===== src/rtl/level_tile_arbiter.sv =====
// Shares the single-port level-map ROM between the display tile lookahead and
// the collision query port. Display fetches are deadline-scheduled and always win.
module level_tile_arbiter #(
   parameter int H_START = 144,
   parameter int V_START = 35,
   parameter int LEAD    = 4,
   parameter int TILES_X = 20,
   parameter int TILES_Y = 15,
   parameter int LVL_W   = 2,
   parameter int ADDR_W  = 11
) (
   input  logic              clk,
   input  logic              rst_n,
   input  logic              frameStart,
   input  logic [9:0]        hCount,
   input  logic [9:0]        vCount,
   input  logic [LVL_W-1:0]  level_sel,
   input  logic              q_valid,
   input  logic [8:0]        q_addr,
   output logic              q_ready,
   output logic              r_valid,
   output logic [2:0]        r_data,
   output logic              r_err,
   output logic              mem_en,
   output logic [ADDR_W-1:0] mem_addr,
   input  logic [2:0]        mem_rdata,
   output logic [2:0]        blockType
);

   localparam logic [9:0]  H_START_W  = 10'(H_START);
   localparam logic [9:0]  V_START_W  = 10'(V_START);
   localparam logic [9:0]  LEAD_W     = 10'(LEAD);
   localparam logic [9:0]  V_VISIBLE  = 10'(32 * TILES_Y);
   localparam logic [5:0]  COLS_W     = 6'(TILES_X);
   localparam logic [31:0] TILE_COUNT = 32'(TILES_X * TILES_Y);

   logic [9:0]        xPos;
   logic [9:0]        yPos;
   logic [9:0]        xLead;
   logic [9:0]        xNext;
   logic              yVisible;
   logic              dispFetch;
   logic              tileLoad;
   logic              qAccept;
   logic              qInRange;
   logic [LVL_W-1:0]  levelReg;
   logic [ADDR_W-1:0] levelBase;
   logic [ADDR_W-1:0] dispOffset;
   logic [2:0]        nextTile;
   logic              fetchPending;
   logic              qStage1;
   logic              qStage1Err;
   logic              respValid;

   // Raster position relative to the first visible pixel; all arithmetic wraps at 10 bits
   assign xPos     = hCount - H_START_W;
   assign yPos     = vCount - V_START_W;
   assign xLead    = xPos + LEAD_W;
   assign xNext    = xPos + 10'd1;
   assign yVisible = yPos < V_VISIBLE;

   assign dispFetch = rst_n && yVisible && (xLead[4:0] == 5'd0) && ({1'b0, xLead[9:5]} < COLS_W);
   assign tileLoad  = yVisible && (xNext[4:0] == 5'd0) && ({1'b0, xNext[9:5]} < COLS_W);

   assign levelBase  = ADDR_W'(32'(levelReg) * TILE_COUNT);
   assign dispOffset = ADDR_W'(32'(yPos[9:5]) * 32'(TILES_X) + 32'(xLead[9:5]));

   assign qInRange = 32'(q_addr) < TILE_COUNT;
   assign q_ready  = rst_n && !dispFetch;
   assign qAccept  = q_valid && q_ready;

   // Out-of-range queries still occupy a pipeline slot but never touch the ROM
   assign mem_en   = dispFetch || (qAccept && qInRange);
   assign mem_addr = levelBase + (dispFetch ? dispOffset : ADDR_W'(q_addr));

   // A response strobe that would land in a reset cycle is dropped, not delayed
   assign r_valid = respValid && rst_n;

   always_ff @(posedge clk) begin
      if (!rst_n) begin
         levelReg     <= '0;
         nextTile     <= '0;
         blockType    <= '0;
         fetchPending <= 1'b0;
         qStage1      <= 1'b0;
         qStage1Err   <= 1'b0;
         respValid    <= 1'b0;
         r_data       <= '0;
         r_err        <= 1'b0;
      end else begin
         if (frameStart) begin
            levelReg <= level_sel;
         end
         fetchPending <= dispFetch;
         if (fetchPending) begin
            nextTile <= mem_rdata;
         end
         if (tileLoad) begin
            blockType <= nextTile;
         end
         qStage1    <= qAccept;
         qStage1Err <= qAccept && !qInRange;
         respValid  <= qStage1;
         if (qStage1) begin
            r_data <= qStage1Err ? 3'd0 : mem_rdata;
            r_err  <= qStage1Err;
         end
      end
   end

endmodule


===== config.mk =====
export PLATFORM = sky130hd
export DESIGN_NAME = level_tile_arbiter
export DESIGN_NICKNAME = d
export VERILOG_FILES = /design/src/rtl/level_tile_arbiter.sv
export SDC_FILE = /design/constraint.sdc
export NUM_CORES = 1
export LEC_CHECK = 0
export CAP_MARGIN = 20
export CORE_ASPECT_RATIO = 0.6
export CORE_MARGIN = 1
export CORE_UTILIZATION = 30
export DETAILED_ROUTE_END_ITERATION = 16
export GPL_TIMING_DRIVEN = 0
export PLACE_DENSITY = 0.56
export SLEW_MARGIN = 40
export SYNTH_ARGS = -nofsm -noshare
export SYNTH_HDL_FRONTEND = slang
export SYNTH_SLANG_ARGS = --single-unit

===== constraint.sdc =====
create_clock -name clk -period 9.6 [get_ports clk]
set_input_delay 2.4 -clock clk [delete_from_list [all_inputs] [get_ports clk]]
set_output_delay 2.4 -clock clk [all_outputs]
set_load 0.01 [all_outputs]

==> results.tsv, run 1 <==
stage	metric	value	unit
status	status	complete, no violations	
power_and_ir_drop	vdd_ir_drop_max	0.0368	mV
routing	routed_wl	4160	µm
routing	drtIter0Drc	34	
setup_path	crit_path_start_kind	primary input	
die	die_x	102	µm
worst_hold_path	hold_path_depth	2	
synth	synth_most_common_cell	ha_1	
setup_path	path_cells	clkdlybuf4s50_1 -> a2111oi_4 -> nor2b_2 -> nor3_2 -> xor2_1 -> ha_1 -> ha_1 -> fa_1 -> xnor2_2 -> and3b_1 -> xor2_1 -> mux2_4 -> ha_1 -> nand2_1 -> o21ai_1 -> xor2_1 -> clkdlybuf4s50_1	
sta	setup_ws	231	ps
routing	ant_nets	0	
synth	async_reset_ff_share	0	%
cells_and_area	area_delta_synth_final	45.4	%
die	ioPinCount	59	
die	die_h	61.7	µm
die	initial_core_util	31.6	%
placed_design	hpwl	3520	µm
global_route	grt_pass1_vias	1383	
cts	cts_hold_buf	0	
setup_path	crit_required	7200	ps
flow_run	maxCapViolCount	0	
global_route	track_usage	13.5	%
power_and_ir_drop	power.density	92.6	mW/mm²
cts	cts_root_buf	clkbuf_8	
cells_and_area	seq_area	320	µm²
die	core	0.00565	mm²
synth	syn_nets	268	
placed_design	pre_cts_slack	-27.9	ps
synth	synth_edf_count	0	
sta	tns	0	ps
cts	clk_pin_slew_worst_paths	60	ps
global_route	grt_first_pass_wirelength	6440	µm
power_and_ir_drop	total_power	0.000240	W
cells_and_area	antenna_cells	0	
cells_and_area	multi_input_area	0.00144	mm²
cells_and_area	nets	338	
sta	fin_crit	9370	ps
routing	wl_per_cell	11.8	µm
cells_and_area	stdcell_count	354	
routing	drt-vias-per-instance	4.42	
cts	cts_tree	yes	
power_and_ir_drop	p_leak	1.08	nW
cells_and_area	drive_gt1_share	11.7	%
die	placementRows	21	
synth	synth_seq_cells	16	
cts	cts_buffers	3	
global_route	grt_max_degree	11	
setup_path	critPathMaxStageDelay	560	ps
synth	synth_top_area_share	18.0	%
setup_path	rr_worst_depth	3	
routing	vias	1564	
placed_design	place_area	0.00245	mm²
routing	dr.pass1.iters	4	
sta	finClkSkew	2.28	ps
sta	maxSlewHeadroom	63.5	%
cells_and_area	fin_area	0.00259	mm²
setup_path	critPathCaptureType	primary output	
global_route	grt_overflow	0	
cts	clkSinkCount	16	
sta	period_share	97.6	%
synth	yosysUniqueCellTypes	36	
sta	worst-slew-pin-transition	544	ps
die	fp.dieArea	0.00627	mm²
synth	synth_area_per_cell	8.66	µm²
cts	cts_max_level	1	
sta	setup_viol	0	
placed_design	gp_congestion	0.767	
sta	final_hold_viol_count	0	
routing	drc	0	
sta	slew_viol_final	0	
setup_path	critPathKind	primary input to primary output	
cells_and_area	nFillCells	584	
synth	netlist_top_cells_area	dfxtp_1 (18%), ha_1 (15%), xnor2_1 (7.4%)	
synth	synth_ff_type	dfxtp_1	
setup_path	crit_arrival	6970	ps
synth	syn_area	0.00178	mm²
setup_path	cp_slowest_cell	clkdlybuf4s50_1	
placed_design	portBuffers	57	
synth	synth_common_cells	ha_1 (21), nor2b_1 (20), nand2_1 (19), dfxtp_1 (16), xnor2_1 (15)	
synth	ys_seq_area_share	18.0	%
synth	yosys_warnings	0	
setup_path	cp_max_fo	4	
synth	synth_top_area_cell	dfxtp_1	
sta	fmax	107	MHz
cts	clk_latency	250	ps
cts	clock_path_buffers	2	
worst_hold_path	hp-class	flip-flop to flip-flop	
synth	syn-instance-count	206	
placed_design	place_inst	343	
global_route	antenna_found_initial	0	
## per-layer routing
layer  share of wire (%)  wire, µm  track usage (%)
met1                  61      2520             22.5
met2                  35      1460             16.8
met3                 4.3       179             3.24
met4                   0         0             1.24
met5                   0         0                0
## flip-flops by register name, indices dropped and copies added, names as in the netlist
| signal | count |
|---|---|
| qStage1 | 1 |
| blockType | 3 |
| levelReg | 2 |
| r_err | 1 |
| r_data | 3 |
| respValid | 1 |
| qStage1Err | 1 |
| fetchPending | 1 |
| nextTile | 3 |
## final timing paths
check / slack, ps / endpoint / start
worst min register to register: 460 / blockType[1]$_SDFFE_PN0P_ / nextTile[1]$_SDFFE_PN0P_
worst max register to register: 8600 / r_data[1]$_SDFFE_PN0P_ / qStage1$_SDFF_PN0_
worst max-delay path: 230 / mem_addr[9] / vCount[1]
worst min-delay path: 460 / blockType[1]$_SDFFE_PN0P_ / nextTile[1]$_SDFFE_PN0P_
## cell type report
class	instances	area share [%]
multi-input cells	175	55.4
flip-flops and latches	16	12.3
inverters	11	1.59
clock buffers	3	1.59
plain buffers	4	0.868
well taps	80	3.86
repair buffers	65	24.3
## power breakdown
| part | internal (W) | total (W) | switching [W] |
|---|---|---|---|
| Sequential | 0.0000682 | 0.0000702 | 0.00000200 |
| Combinational | 0.0000652 | 0.000121 | 0.0000556 |
| Clock | 0.0000278 | 0.0000493 | 0.0000215 |
## metrics by stage
step / utilization [%] / hold slack [ps]
floorplan: - / 437
global placement: 43.5 / 447
detailed placement: 43.5 / 456
CTS: 44.4 / 467
global route: 45.9 / 494
finish: 45.9 / 460
## timing repair
item,CTS,global route
endpoints found under the setup margin,1,3
pin swaps,0,7
setup buffers,0,8
gates resized for setup,1,7
## cell families (layout without fill, tap and decap cells)
group	Yosys count	count (layout)	synth area share, %
flops	16	16	18.0
fa+ha+maj	24	24	18.1
mux	20	20	12.2
buf+inv	15	83	3.58
simple gates	73	73	23.6
compound gates	32	32	11.9
xor+xnor	26	26	12.8
## worst max-delay path: cells and delay by family
kind,cells,cell delay [ps]
simple gates,4,670
compound gates,2,600
fa+ha+maj,4,1240
buf+inv,2,1000
mux,1,270
xor+xnor,4,770
## placed cells by master (no fill, tap or decap), types with 4 or more instances in the layout
cell,n
clkdlybuf4s50_1,57
mux2i_1,12
o21ai_0,4
inv_1,11
mux2_2,6
xor2_1,11
a21o_1,5
dfxtp_1,16
a21oi_1,12
nand2_1,19
ha_1,21
nor2_1,9
nor2b_1,19
buf_4,8
xnor2_1,13
Note: power is estimated with default switching activity, not from simulation.
==> run 2: changes to the inputs <==
Settings changed: ABC_AREA set to 1, CAP_MARGIN 20 to 15, GPL_TIMING_DRIVEN 0 to unset, PLACE_DENSITY 0.56 to 0.55.
==> run 2 against run 1 <==
- count of clock-buffer cells in the layout increased by 1
- setup slack improved by 270 ps
- largest power group unchanged
- die area grew 9.4%
- cell area grew 3.2%
- critical path depth grew 11
- hold slack got worse by 11 ps
- maximum frequency grew 3.0%
- critical endpoint is now mem_addr[10]
- area after synthesis up 9.6%
- non-clock buffer count is 10 lower
- sequential power about the same
==> results.tsv, run 2 <==
stage	metric	value	unit	change
routing	ant_nets	0		unchanged
global_route	grt_max_degree	23		was 11
cells_and_area	antenna_cells	0		unchanged
status	status	complete, no violations		unchanged
synth	synth_seq_cells	16		unchanged
synth	synth_top_area_cell	dfxtp_1		unchanged
synth	synth_common_cells	nand2_1 (84), inv_1 (50), a21oi_1 (21), ha_1 (21), nand3_1 (21)		was ha_1 (21), nor2b_1 (20), nand2_1 (19), dfxtp_1 (16), xnor2_1 (15)
cts	cts_root_buf	clkbuf_8		unchanged
cts	cts_resized	0		was 1
cts	cts_tree	yes		unchanged
placed_design	portBuffers	58		was 57
global_route	grt_first_pass_wirelength	8300	µm	was 6440 µm
synth	synth_area_per_cell	6.41	µm²	was 8.66 µm²
synth	async_reset_ff_share	0	%	unchanged
sta	rsz0062_at_grt	no		
cts	cts_buffers	3		unchanged
routing	drt-vias-per-instance	4.51		was 4.42
synth	syn_area	0.00196	mm²	was 0.00178 mm²
global_route	grt_overflow	0		unchanged
routing	drtIter0Drc	78		was 34
sta	tns	0	ps	unchanged
cells_and_area	stdcell_count	449		was 354
sta	hold_slack	448	ps	was 460 ps
die	placementRows	22		was 21
cells_and_area	area_delta_synth_final	36.9	%	was 45.4%
setup_path	critPathCaptureType	primary output		unchanged
cells_and_area	drive_gt1_share	9.86	%	was 11.7%
power_and_ir_drop	vdd_ir_drop_max	0.0663	mV	was 0.0368 mV
synth	synth_edf_count	0		unchanged
setup_path	crit_arrival	6690	ps	was 6970 ps
die	ioPinCount	59		unchanged
cts	cts_hold_buf	0		unchanged
placed_design	hpwl	4100	µm	was 3520 µm
synth	syn_nets	367		was 268
setup_path	cp_max_fo	5		was 4
global_route	antenna_found_initial	0		unchanged
sta	fin_crit	9090	ps	was 9370 ps
synth	ys_seq_area_share	16.4	%	was 18.0%
die	initial_core_util	31.6	%	about the same
die	fp.dieArea	0.00686	mm²	was 0.00627 mm²
power_and_ir_drop	power.density	96.1	mW/mm²	was 92.6 mW/mm²
routing	routed_wl	4840	µm	was 4160 µm
sta	final_hold_viol_count	0		unchanged
cts	clk_pin_slew_worst_paths	60	ps	about the same
sta	fmax	110	MHz	was 107 MHz
cells_and_area	layout_common_cells	nand2_1 (84), clkdlybuf4s50_1 (58), inv_1 (50)		was clkdlybuf4s50_1 (57), ha_1 (21), nor2b_1 (19), nand2_1 (19), dfxtp_1 (16)
sta	setup_viol	0		unchanged
placed_design	gp_congestion	0.827		was 0.767
routing	drc	0		unchanged
routing	vias	2027		was 1564
sta	maxSlewHeadroom	71.1	%	was 63.5%
sta	finClkSkew	3.37	ps	was 2.28 ps
synth	yosys_warnings	0		unchanged
setup_path	critPathKind	primary input to primary output		unchanged
synth	synth_top_area_share	16.4	%	was 18.0%
flow_run	maxCapViolCount	0		unchanged
cells_and_area	final_common_cell	nand2_1		was clkdlybuf4s50_1
sta	period_share	94.7	%	was 97.6%
cells_and_area	nets	428		was 338
sta	slew_viol_final	0		unchanged
placed_design	place_inst	445		was 343
synth	syn-instance-count	305		was 206
die	core	0.00619	mm²	was 0.00565 mm²
synth	synth_ff_type	dfxtp_1		unchanged
routing	wl_per_cell	10.8	µm	was 11.8 µm
synth	synth_most_common_cell	nand2_1		was ha_1
cts	clock_path_buffers	2		unchanged
worst_hold_path	hp-class	flip-flop to flip-flop		unchanged
power_and_ir_drop	total_power	0.000257	W	was 0.000240 W
global_route	track_usage	14.9	%	was 13.5%
routing	dr.pass1.iters	5		was 4
cts	post-cts-setup-buffers	0		unchanged
setup_path	crit_required	7200	ps	about the same
cts	clkSinkCount	16		unchanged
synth	yosysUniqueCellTypes	29		was 36
die	die_h	64.5	µm	was 61.7 µm
die	die_x	106	µm	was 102 µm
global_route	grt_pass1_vias	1939		was 1383
setup_path	crit_path_start_kind	primary input		unchanged
cts	cts_max_level	1		unchanged
power_and_ir_drop	p_leak	1.32	nW	was 1.08 nW
synth	netlist_top_cells_area	dfxtp_1 (16%), nand2_1 (16%), ha_1 (13%)		was dfxtp_1 (18%), ha_1 (15%), xnor2_1 (7.4%)
cells_and_area	nFillCells	639		was 584
cells_and_area	top_regs	blockType x3, nextTile x3, r_data x3		unchanged
sta	worst-slew-pin-transition	432	ps	was 544 ps
cts	clk_latency	250	ps	about the same
## run 2: per-stage QoR
| stage | worst slack, ps | instance area [µm²] | util, % |
|---|---|---|---|
| after floorplan | 1970 | 1960 | - |
| after global placement | 539 | 2620 | 42.3 |
| after detailed placement | 564 | 2620 | 42.3 |
| after CTS | 530 | 2680 | 43.2 |
| after global routing | 90.5 | 2680 | 43.2 |
| final | 506 | 2680 | 43.2 |
## run 2: cell type report
cell class                      count  area [µm²]  share of cell area, %
Tap cell                           84         105                   3.93
Multi-Input combinational cell    234        1410                   52.8
Timing Repair Buffer               59         588                   22.0
Clock buffer                        4        55.1                   2.06
Inverter                           52         195                   7.29
Sequential cell                    16         320                   12.0
## run 2: worst max-delay path, stage by stage
cell             delay (ps)
clkdlybuf4s50_1         540
inv_2                    80
ha_1                    230
inv_1                    80
nand2_1                  60
nand2_2                 100
nand3_2                 110
nor2_2                  160
nand2_1                  60
nand2_1                  70
nand2_2                  80
ha_1                    360
nand3_1                 100
nand3_1                 130
xnor2_1                 190
nand3_1                 100
nand2_1                  70
inv_1                    40
ha_1                    370
nand2_1                  70
o21ai_0                 280
nand2_1                  90
nand2_1                  70
a21oi_1                  90
inv_1                    60
a21oi_1                  60
o21bai_1                120
clkdlybuf4s50_1         540
## run 2: where the power goes
part,internal (W),switching (W),total [W]
registers,0.0000686,0.00000184,0.0000704
clock network,0.0000364,0.0000230,0.0000594
logic,0.0000611,0.0000663,0.000127
## run 2: metal layers
metal  vias up  GRT usage, %  part of all wire, %
met5         -             0                    0
met3         4          2.72                  5.2
li1       1096             -                    -
met4         0          2.95                 0.99
met1       876          21.6                   55
met2        51          22.6                   39
## run 2: cell families after synthesis
kind of cell / synth area share (%)
buffers and inverters: 11.3
AO/OA/AOI/OAI: 12.5
flip-flops: 16.4
adder cells (fa/ha/maj): 16.5
XOR/XNOR: 6.27
AND/OR/NAND/NOR: 37.0
## run 2: path summary, 6_finish.rpt
path                           start                endpoint  slack [ps]  cells after the start
hold / removal    qStage1$_SDFF_PN0_    respValid$_SDFF_PN0_         450                      2
setup / recovery           hCount[4]            mem_addr[10]         510                     28
setup reg to reg  qStage1$_SDFF_PN0_  r_data[0]$_SDFFE_PN0P_        8610                      4
hold reg to reg   qStage1$_SDFF_PN0_    respValid$_SDFF_PN0_         450                      2
